`config.mk`:
```
export PLATFORM = sky130hd
export DESIGN_NAME = data_demod
export DESIGN_NICKNAME = d
export VERILOG_FILES = /design/src/rtl/data_demod.sv
export SDC_FILE = /design/constraint.sdc
export NUM_CORES = 1
export LEC_CHECK = 0
export ABC_AREA = 0
export CORE_MARGIN = 2
export CORE_UTILIZATION = 45
export DETAILED_ROUTE_END_ITERATION = 10
export GPL_ROUTABILITY_DRIVEN = 1
export PLACE_DENSITY = 0.61
export RECOVER_POWER = 25
export SYNTH_ARGS = -nofsm -noshare
export SYNTH_HDL_FRONTEND = slang
export SYNTH_SLANG_ARGS = --single-unit
```
`constraint.sdc`:
```
create_clock -name clk -period 7.25 [get_ports clk]
set_clock_uncertainty 0.05 [all_clocks]
set_input_delay 1.45 -clock clk [delete_from_list [all_inputs] [get_ports clk]]
set_output_delay 1.45 -clock clk [all_outputs]
set_load 0.02 [all_outputs]
```
`src/rtl/data_demod.sv`:
```
// Nibble-pair demodulator: joins marker-tagged 5-bit symbols into bytes and buffers them in a 2^DEPTH FIFO.
// A byte enters the FIFO on its low-nibble edge, and a read returns data one cycle after rd_en. A full FIFO drops the byte and sets sticky overflow.
module data_demod #(
  parameter int DEPTH     = 6,
  parameter int WIDTH     = 8,
  parameter int MAX_COUNT = 1 << DEPTH
) (
  input  logic             clk,
  input  logic             reset,
  input  logic             mod_en,
  input  logic [4:0]       dmod,
  input  logic             rd_en,
  output logic [WIDTH-1:0] data_out,
  output logic             data_valid,
  output logic             empty,
  output logic             full,
  output logic [DEPTH:0]   level,
  output logic             frame_err,
  output logic [7:0]       err_cnt,
  output logic             overflow
);

  typedef enum logic {S_HI, S_LO} state_t;

  localparam logic [DEPTH:0] LVL_MAX = (DEPTH+1)'(MAX_COUNT);

  state_t           state, state_nxt;
  logic [3:0]       held, held_nxt;
  logic             wr_req, ferr_nxt;
  logic [WIDTH-1:0] wr_byte;
  logic             wr_ok, rd_ok;
  logic [DEPTH-1:0] wr_ptr, rd_ptr;
  logic [WIDTH-1:0] mem [MAX_COUNT];

  always_ff @(posedge clk) begin
    if (reset) begin
      state <= S_HI;
      held  <= 4'h0;
    end else begin
      state <= state_nxt;
      held  <= held_nxt;
    end
  end

  always_comb begin
    state_nxt = state;
    held_nxt  = held;
    if (mod_en) begin
      case (state)
        S_HI: if (dmod[4]) begin
          state_nxt = S_LO;
          held_nxt  = dmod[3:0];
        end
        S_LO: if (dmod[4]) begin
          // Truncated byte: the new high nibble restarts the pair.
          held_nxt = dmod[3:0];
        end else begin
          state_nxt = S_HI;
        end
        default: state_nxt = S_HI;
      endcase
    end
  end

  always_comb begin
    wr_req   = mod_en && (state == S_LO) && !dmod[4];
    ferr_nxt = mod_en && ((state == S_HI) ? !dmod[4] : dmod[4]);
    wr_byte  = {held, dmod[3:0]};
  end

  // Accept decisions use pre-edge flags, so a same-cycle read never frees room for a write.
  assign wr_ok = wr_req && !full;
  assign rd_ok = rd_en && !empty;
  assign empty = (level == '0);
  assign full  = (level == LVL_MAX);

  always_ff @(posedge clk) begin
    if (wr_ok) mem[wr_ptr] <= wr_byte;
  end

  always_ff @(posedge clk) begin
    if (reset) begin
      wr_ptr     <= '0;
      rd_ptr     <= '0;
      level      <= '0;
      data_out   <= '0;
      data_valid <= 1'b0;
      frame_err  <= 1'b0;
      err_cnt    <= 8'd0;
      overflow   <= 1'b0;
    end else begin
      frame_err  <= ferr_nxt;
      data_valid <= rd_ok;
      if (ferr_nxt && err_cnt != 8'hFF) err_cnt <= err_cnt + 8'd1;
      if (wr_req && full) overflow <= 1'b1;
      if (wr_ok) wr_ptr <= wr_ptr + 1'b1;
      if (rd_ok) begin
        rd_ptr   <= rd_ptr + 1'b1;
        data_out <= mem[rd_ptr];
      end
      case ({wr_ok, rd_ok})
        2'b10:   level <= level + 1'b1;
        2'b01:   level <= level - 1'b1;
        default: level <= level;
      endcase
    end
  end

endmodule

```
# [Word-level counts from Yosys, hierarchy flattened]
# Memories as Yosys holds them, arrays and structs flattened. A register that Yosys moved wholly into a read port is not among the register bits.
# Cells that the tools add are included.
[totals] out_inout_bits=28 memories=1 latchBits=0 ram_bits=512 regBits=35 rom_bits=0 word_cells=38
[op_classes] div=0 muxes=6 add_sub_neg=5 reduce_logical=13 multipliers=0 shifts=0 magnitude_cmp=0 bitwise_logic=0 eq_ne=4
[mem_list] name="mem" words=64 word_bits=8 rd=1 rd_clocked_by_memory_dff=1 wr=1 line="33" source="logic [WIDTH-1:0] mem [MAX_COUNT];"
[op_table] op="$pmux W7 S2" count=1
[op_table] op="$add A6 B1 Y6 const B" count=2
[op_table] op="$add A8 B1 Y8 const B" count=1
[op_table] op="$ne A8 B8 Y1 const B" count=1
[op_table] op="$add A7 B1 Y7 const B" count=1
[op_table] op="$eq A7 B7 Y1 const B" count=1
[op_table] op="$logic_and A1 B1 Y1" count=7
[op_table] op="$logic_not A7 Y1" count=1
[op_table] op="$sub A7 B1 Y7 const B" count=1
[op_table] op="$mux W1" count=4
[op_table] op="$mux W4" count=1
[op_table] op="$logic_not A1 Y1" count=3
[op_table] op="$eq A2 B1 Y1 const B" count=1
[op_table] op="$eq A2 B2 Y1 const B" count=1
[op_table] op="$reduce_and A2 Y1" count=1
[op_table] op="$reduce_bool A2 Y1" count=1

# [Depth between registers and ports, before layout]
[depth] word_depth=5 ltp_mapped=11 depth_no_buf=10

# [Worst setup path after synthesis]
# Ideal clock, no wire load.
[synth_timing] kind="input port to flip-flop" from="in dmod[4]" to="reg level[6]" slack_ps=3009 path_stages=11 t_required_ps=7079 setup_ps=121 t_arrival_ps=4070 cell_sequence="clkbuf_1 > nand3b_1 > a31oi_1 > inv_1 > ha_1 > fa_1 > a21oi_1 > o21bai_1 > a2111o_1 > o211ai_1 > mux2_2"
[synth_between] elab_chain_cells=5 word_cells_on_any_way=7 classes_between="2 x eq/ne; 1 x mux; 4 x reduce/logical"
[synth_rtl] item="from (decl)" line="11" source="input logic [4:0] dmod,"
[synth_rtl] item="$logic_not A1 Y1 (*)" line="66" source="wr_req = mod_en && (state == S_LO) && !dmod[4];"
[synth_rtl] item="$logic_and A1 B1 Y1 (*)" line="66"
[synth_rtl] item="$logic_and A1 B1 Y1 (*)" line="72" source="assign wr_ok = wr_req && !full;"
[synth_rtl] item="$eq A2 B1 Y1 / $eq A2 B2 Y1 (equally long branches)" line="101" source="case ({wr_ok, rd_ok})"
[synth_rtl] item="$pmux W7 S2 / $reduce_bool A2 Y1 (equally long branches)"
[synth_rtl] item="to (signal assigned)" line="102" source="2'b10: level <= level + 1'b1;"
[synth_rtl] item="to (signal assigned)" line="103" source="2'b01: level <= level - 1'b1;"
[synth_rtl] item="to (signal assigned)" line="104" source="default: level <= level;"
[synth_rtl] item="to (decl)" line="17" source="output logic [DEPTH:0] level,"
# Mark *: on every way between the ends. The rest lies on a longest branch, timed or not.
# A chain may end at the register's enable or synchronous reset.

# [Worst setup path after layout]
[layout_timing] from="in mod_en" to="reg level[6]"
[layout_between] elab_chain_cells=5 word_cells_on_any_way=7 classes_between="2 x eq/ne; 1 x mux; 4 x reduce/logical"
[layout_rtl] item="from (decl)" line="10" source="input logic mod_en,"
[layout_rtl] item="$logic_and A1 B1 Y1 (*) (2 in series)" line="66"
[layout_rtl] item="$logic_and A1 B1 Y1 (*)" line="72"
[layout_rtl] item="$eq A2 B1 Y1 / $eq A2 B2 Y1 (equally long branches)" line="101"
[layout_rtl] item="$pmux W7 S2 / $reduce_bool A2 Y1 (equally long branches)"
# Marked as above.

==> results.env <==
CHIPHEIGHT_MICRONS=224.6
FINISH.INSTANCE_AREA_SQ_UM=24590
SYNTHTOLAYOUTAREAGROWTH_PCT=12.25
CRITPATHLAUNCHTYPE='primary input'
POST_DRT_WL_PER_CELL_MICRONS=25.50
ANTENNA_FOUND_INITIAL=0
DRT_ITER0_MARKERS=1215
FP.DIEAREA_SQ_UM=50450
INITIAL_CORE_UTIL_PCT=45.78
GP_CONGESTION=0.8104
SETUP_REPAIR_AFTER_GLOBAL_ROUTING_MISSED_ITS_MARGIN='false'
HOLD-WORST-SLACK_PS=406.1
HTREE_LEVELS=2
CLK_ROOT_BUFFER_CELL='sky130_fd_sc_hd__clkbuf_16'
SLEW_VIOL_FINAL=295
POST_DP_CELL_AREA_SQ_UM=22800
SYN-NUM-NETS=1206
CRITICAL_PATH.MAX_FANOUT=10
CRITICALPATHCATEGORY='primary input to flop'
TOTALNEGATIVESETUPSLACK_PS=0
GRT_MAX_DEGREE=88
LEADING_CELL_TYPE_IN_THE_LAYOUT_FILL_AND_TAPS_EXCLUDED='sky130_fd_sc_hd__edfxtp_1'
CRIT_CHAIN='clkdlybuf4s50_1 > nand3b_1 > a31oi_1 > inv_1 > ha_1 > fa_1 > a21oi_1 > o21bai_1 > a2111o_1 > o211ai_1 > mux2_2'
POST_DETAILED_ROUTE_VIA_TO_CELL_RATIO=5.769
INTERNAL_POWER_W=0.005610
PORTS_PLACED_ON_THE_BOUNDARY=37
FP.DIEW_MICRONS=224.6
MAXIMUM_ROOT_TO_SINK_BUFFER_COUNT=3
TRITONCTS_NUM_SINKS=555
LENGTH_OF_THE_FIRST_DETAILED_ROUTING_PASS_IN_ITERATIONS=7
ASYNC_RESET_FF_SHARE_PCT=0
POWER.CLOCK.FRACTION_PCT=38.6
COUNT_OF_DISTINCT_CELL_TYPES_IN_THE_SYNTHESIZED_NETLIST=48
PERIOD_MINUS_SLACK_PS=4372
HOLD_VIOL=0
OUTCOME='finished with violations'
GRT_PASS1_WL_MM=71.24
PLACEMENT_ROWS=80
YS_DOMINANT_REG_CELL='sky130_fd_sc_hd__edfxtp_1'
CLKSLEWWORSTSETUPHOLDPATHS_PS=60
COMB_POWER_SHARE_PCT=12.2
LEAKAGEPOWER_nW=7.680
SYN_AVG_CELL_AREA_SQ_UM=18.45
POWER_SWITCHING_SHARE_PCT=23.74
SETUP_FAILING_EPS_FINAL=0
NUMBER_OF_BUFFERS_ADDED_BY_THE_CLOCK_TREE_SYNTHESIS_STEP=53
FAILED_CHECKS='max-capacitance violations, max-slew violations'
ANTENNA-DIODE-COUNT=0
TIMING.MAX_CAP.VIOLATIONS=5
WORST-ENDPOINT-REQUIRED_PS=7690
SYNTH.FF_LATCH_COUNT=555
HPWL_MM=28.34
POST_ROUTE_CELLS_DRIVE_ABOVE_1_SHARE_PCT=16.12
PORT_BUFFERS=36
SEQ_POWER_SHARE_PCT=49.2
NETLIST_INSTANCES=1187
SYNTHTOPCELLSBYAREA='sky130_fd_sc_hd__edfxtp_1 70%, sky130_fd_sc_hd__mux4_2 10%, sky130_fd_sc_hd__mux2i_1 4.9%'
CTS-HOLD-FIX-BUFFERS=0
LAYOUT.CORE_UTILIZATION_PCT=51.39
DETAILROUTE.VIA_COUNT=10890
NUM-NETS-FINAL=1246
SYN_AREA_SQ_UM=21900
POSTROUTEWIRELENGTH_MM=48.12
SYNTH_AREA_LEADER_CELL='sky130_fd_sc_hd__edfxtp_1'
IR_DROP_mV=0.1587
CELL_AREA_POWER_DENSITY_nW_PER_UM2=299.2
SLEW_WORST_PIN_PS=3226
CTS_SETUP_BUFFERS=0
COREAREA_SQ_UM=47850
DRC=0
FIRST_GLOBAL_VIAS=10820
TIMING.MAX_SLEW.REL_SLACK_PCT=-115.1
CTS_REPAIR_RESIZE_COUNT=0
LAYOUT.FILLER_CELLS=3878
DRT.ANTENNA.VIOLATING_NETS=0
GLOBAL_ROUTE.USAGE.TOTAL_PCT=19.42
TIMING.FMAX_MHz=228.8
SYNTH_SEQ_AREA_SHARE_PCT=74.12
CLOCK_INSERTION_DELAY_WORST_SKEW_PS=600
CRITICAL_PATH_ARRIVAL_PS=4810
TRITONCTS='built'
P_SW_W=0.001746
HOLD_PATH.CLASS='flop to flop'
POST-ROUTE-PERIOD-UTIL_PCT=60.30
OVERFLOW=0
CRIT_PATH_MAX_INCR_DELAY_PS=670
SETUP.WORST_PATH.END_CLASS='flop'
SYNTH.TOP_CELL.AREA_SHARE_PCT=70.19
SYNTH_WARNINGS=0
FINAL_CELL_MIX='512 x sky130_fd_sc_hd__edfxtp_1, 121 x sky130_fd_sc_hd__nor2_1, 107 x sky130_fd_sc_hd__mux2i_1'
SYNTH_ENABLE_FLOP_CELLS=512
CRITICAL_PATH.SLOWEST_CELL='sky130_fd_sc_hd__clkdlybuf4s50_1'
## power by group through the flow
stage	Combinational [W]	Sequential [W]	Clock [W]
2_1_floorplan	0.000588	0.00369	0
3_3_place_gp	0.000896	0.00369	0
3_5_place_dp	0.000904	0.00369	0
4_1_cts	0.000908	0.00362	0.00289
5_1_grt	0.000961	0.00363	0.00301
6_report	0.000897	0.00362	0.00284
## cells by family (layout without fill, tap and decap cells)
kind of cell / Yosys count / in the layout / synth area share (%)
simple gates: 213 / 213 / 4.296
fa+ha+maj: 10 / 10 / 0.6055
buf+inv: 75 / 160 / 1.719
flops: 555 / 555 / 74.12
mux: 205 / 205 / 14.91
compound gates: 109 / 109 / 3.542
xor+xnor: 20 / 20 / 0.7997
## worst max-delay path: cells and delay by family
family / cells / cell delay (ps)
AOI/OAI and AO/OA: 5 / 1270
adders and majority gates: 2 / 780
buffers and inverters: 2 / 770
muxes: 1 / 350
and+or+nand+nor: 1 / 190
## area by class of cell
class                   instances  area, sq um  area share [%]
clock buffers                  76         1514           6.157
flip-flops and latches        555        16250           66.07
well taps                     615        769.5           3.130
clock inverters                24        294.0           1.196
multi-input cells             557         5291           21.52
inverters                      11        41.29          0.1679
repair buffers                 49        431.7           1.756
## synth_stat cells (13+ instances only)
cell type and n:
sky130_fd_sc_hd__a21oi_1 16, sky130_fd_sc_hd__buf_2 16, sky130_fd_sc_hd__clkbuf_1 28, sky130_fd_sc_hd__dfxtp_1 43, sky130_fd_sc_hd__edfxtp_1 512, sky130_fd_sc_hd__mux2i_1 107, sky130_fd_sc_hd__mux4_2 97, sky130_fd_sc_hd__nand2_1 29
sky130_fd_sc_hd__nor2_1 121, sky130_fd_sc_hd__nor3_1 20, sky130_fd_sc_hd__o21ai_0 16, sky130_fd_sc_hd__o22ai_1 21, sky130_fd_sc_hd__xnor2_1 13
## sequential cells by signal (all words and copies together) (netlist names)
| name | count |
|---|---|
| err_cnt | 8 |
| overflow | 1 |
| data_valid | 1 |
| state | 1 |
| mem | 512 |
| held | 4 |
| level | 7 |
| rd_ptr | 6 |
| wr_ptr | 6 |
| data_out | 8 |
| frame_err | 1 |
## final timing paths
path	slack [ps]	depth (start not counted)	startpoint	to
setup reg to reg	3720	5	rd_ptr[1]$_SDFFE_PP0P_	data_out[5]$_SDFFE_PP0P_
hold / removal	410	2	held[0]$_SDFFE_PP0P_	held[0]$_SDFFE_PP0P_
setup / recovery	2880	11	mod_en	level[6]$_SDFFE_PP0P_
hold reg to reg	410	2	held[0]$_SDFFE_PP0P_	held[0]$_SDFFE_PP0P_
## stage by stage
stage	setup slack (ps)	std cells	power [W]
2_1_floorplan	3009	1187	0.004277
3_3_place_gp	2313	1787	0.004584
3_5_place_dp	2248	1787	0.004590
4_1_cts	2878	1887	0.007417
5_1_grt	2607	1887	0.007598
6_report	2878	1887	0.007356
## layer usage
layer | vias to the layer above | routed length [microns] | global-route usage, %
li1 | 4843 | - | -
met1 | 5685 | 20920 | 27.54
met2 | 295 | 23530 | 31.05
met3 | 63 | 2464 | 3.070
met4 | 0 | 1202 | 6.366
met5 | - | 0 | 0
Power figures use the tool's default switching activity.
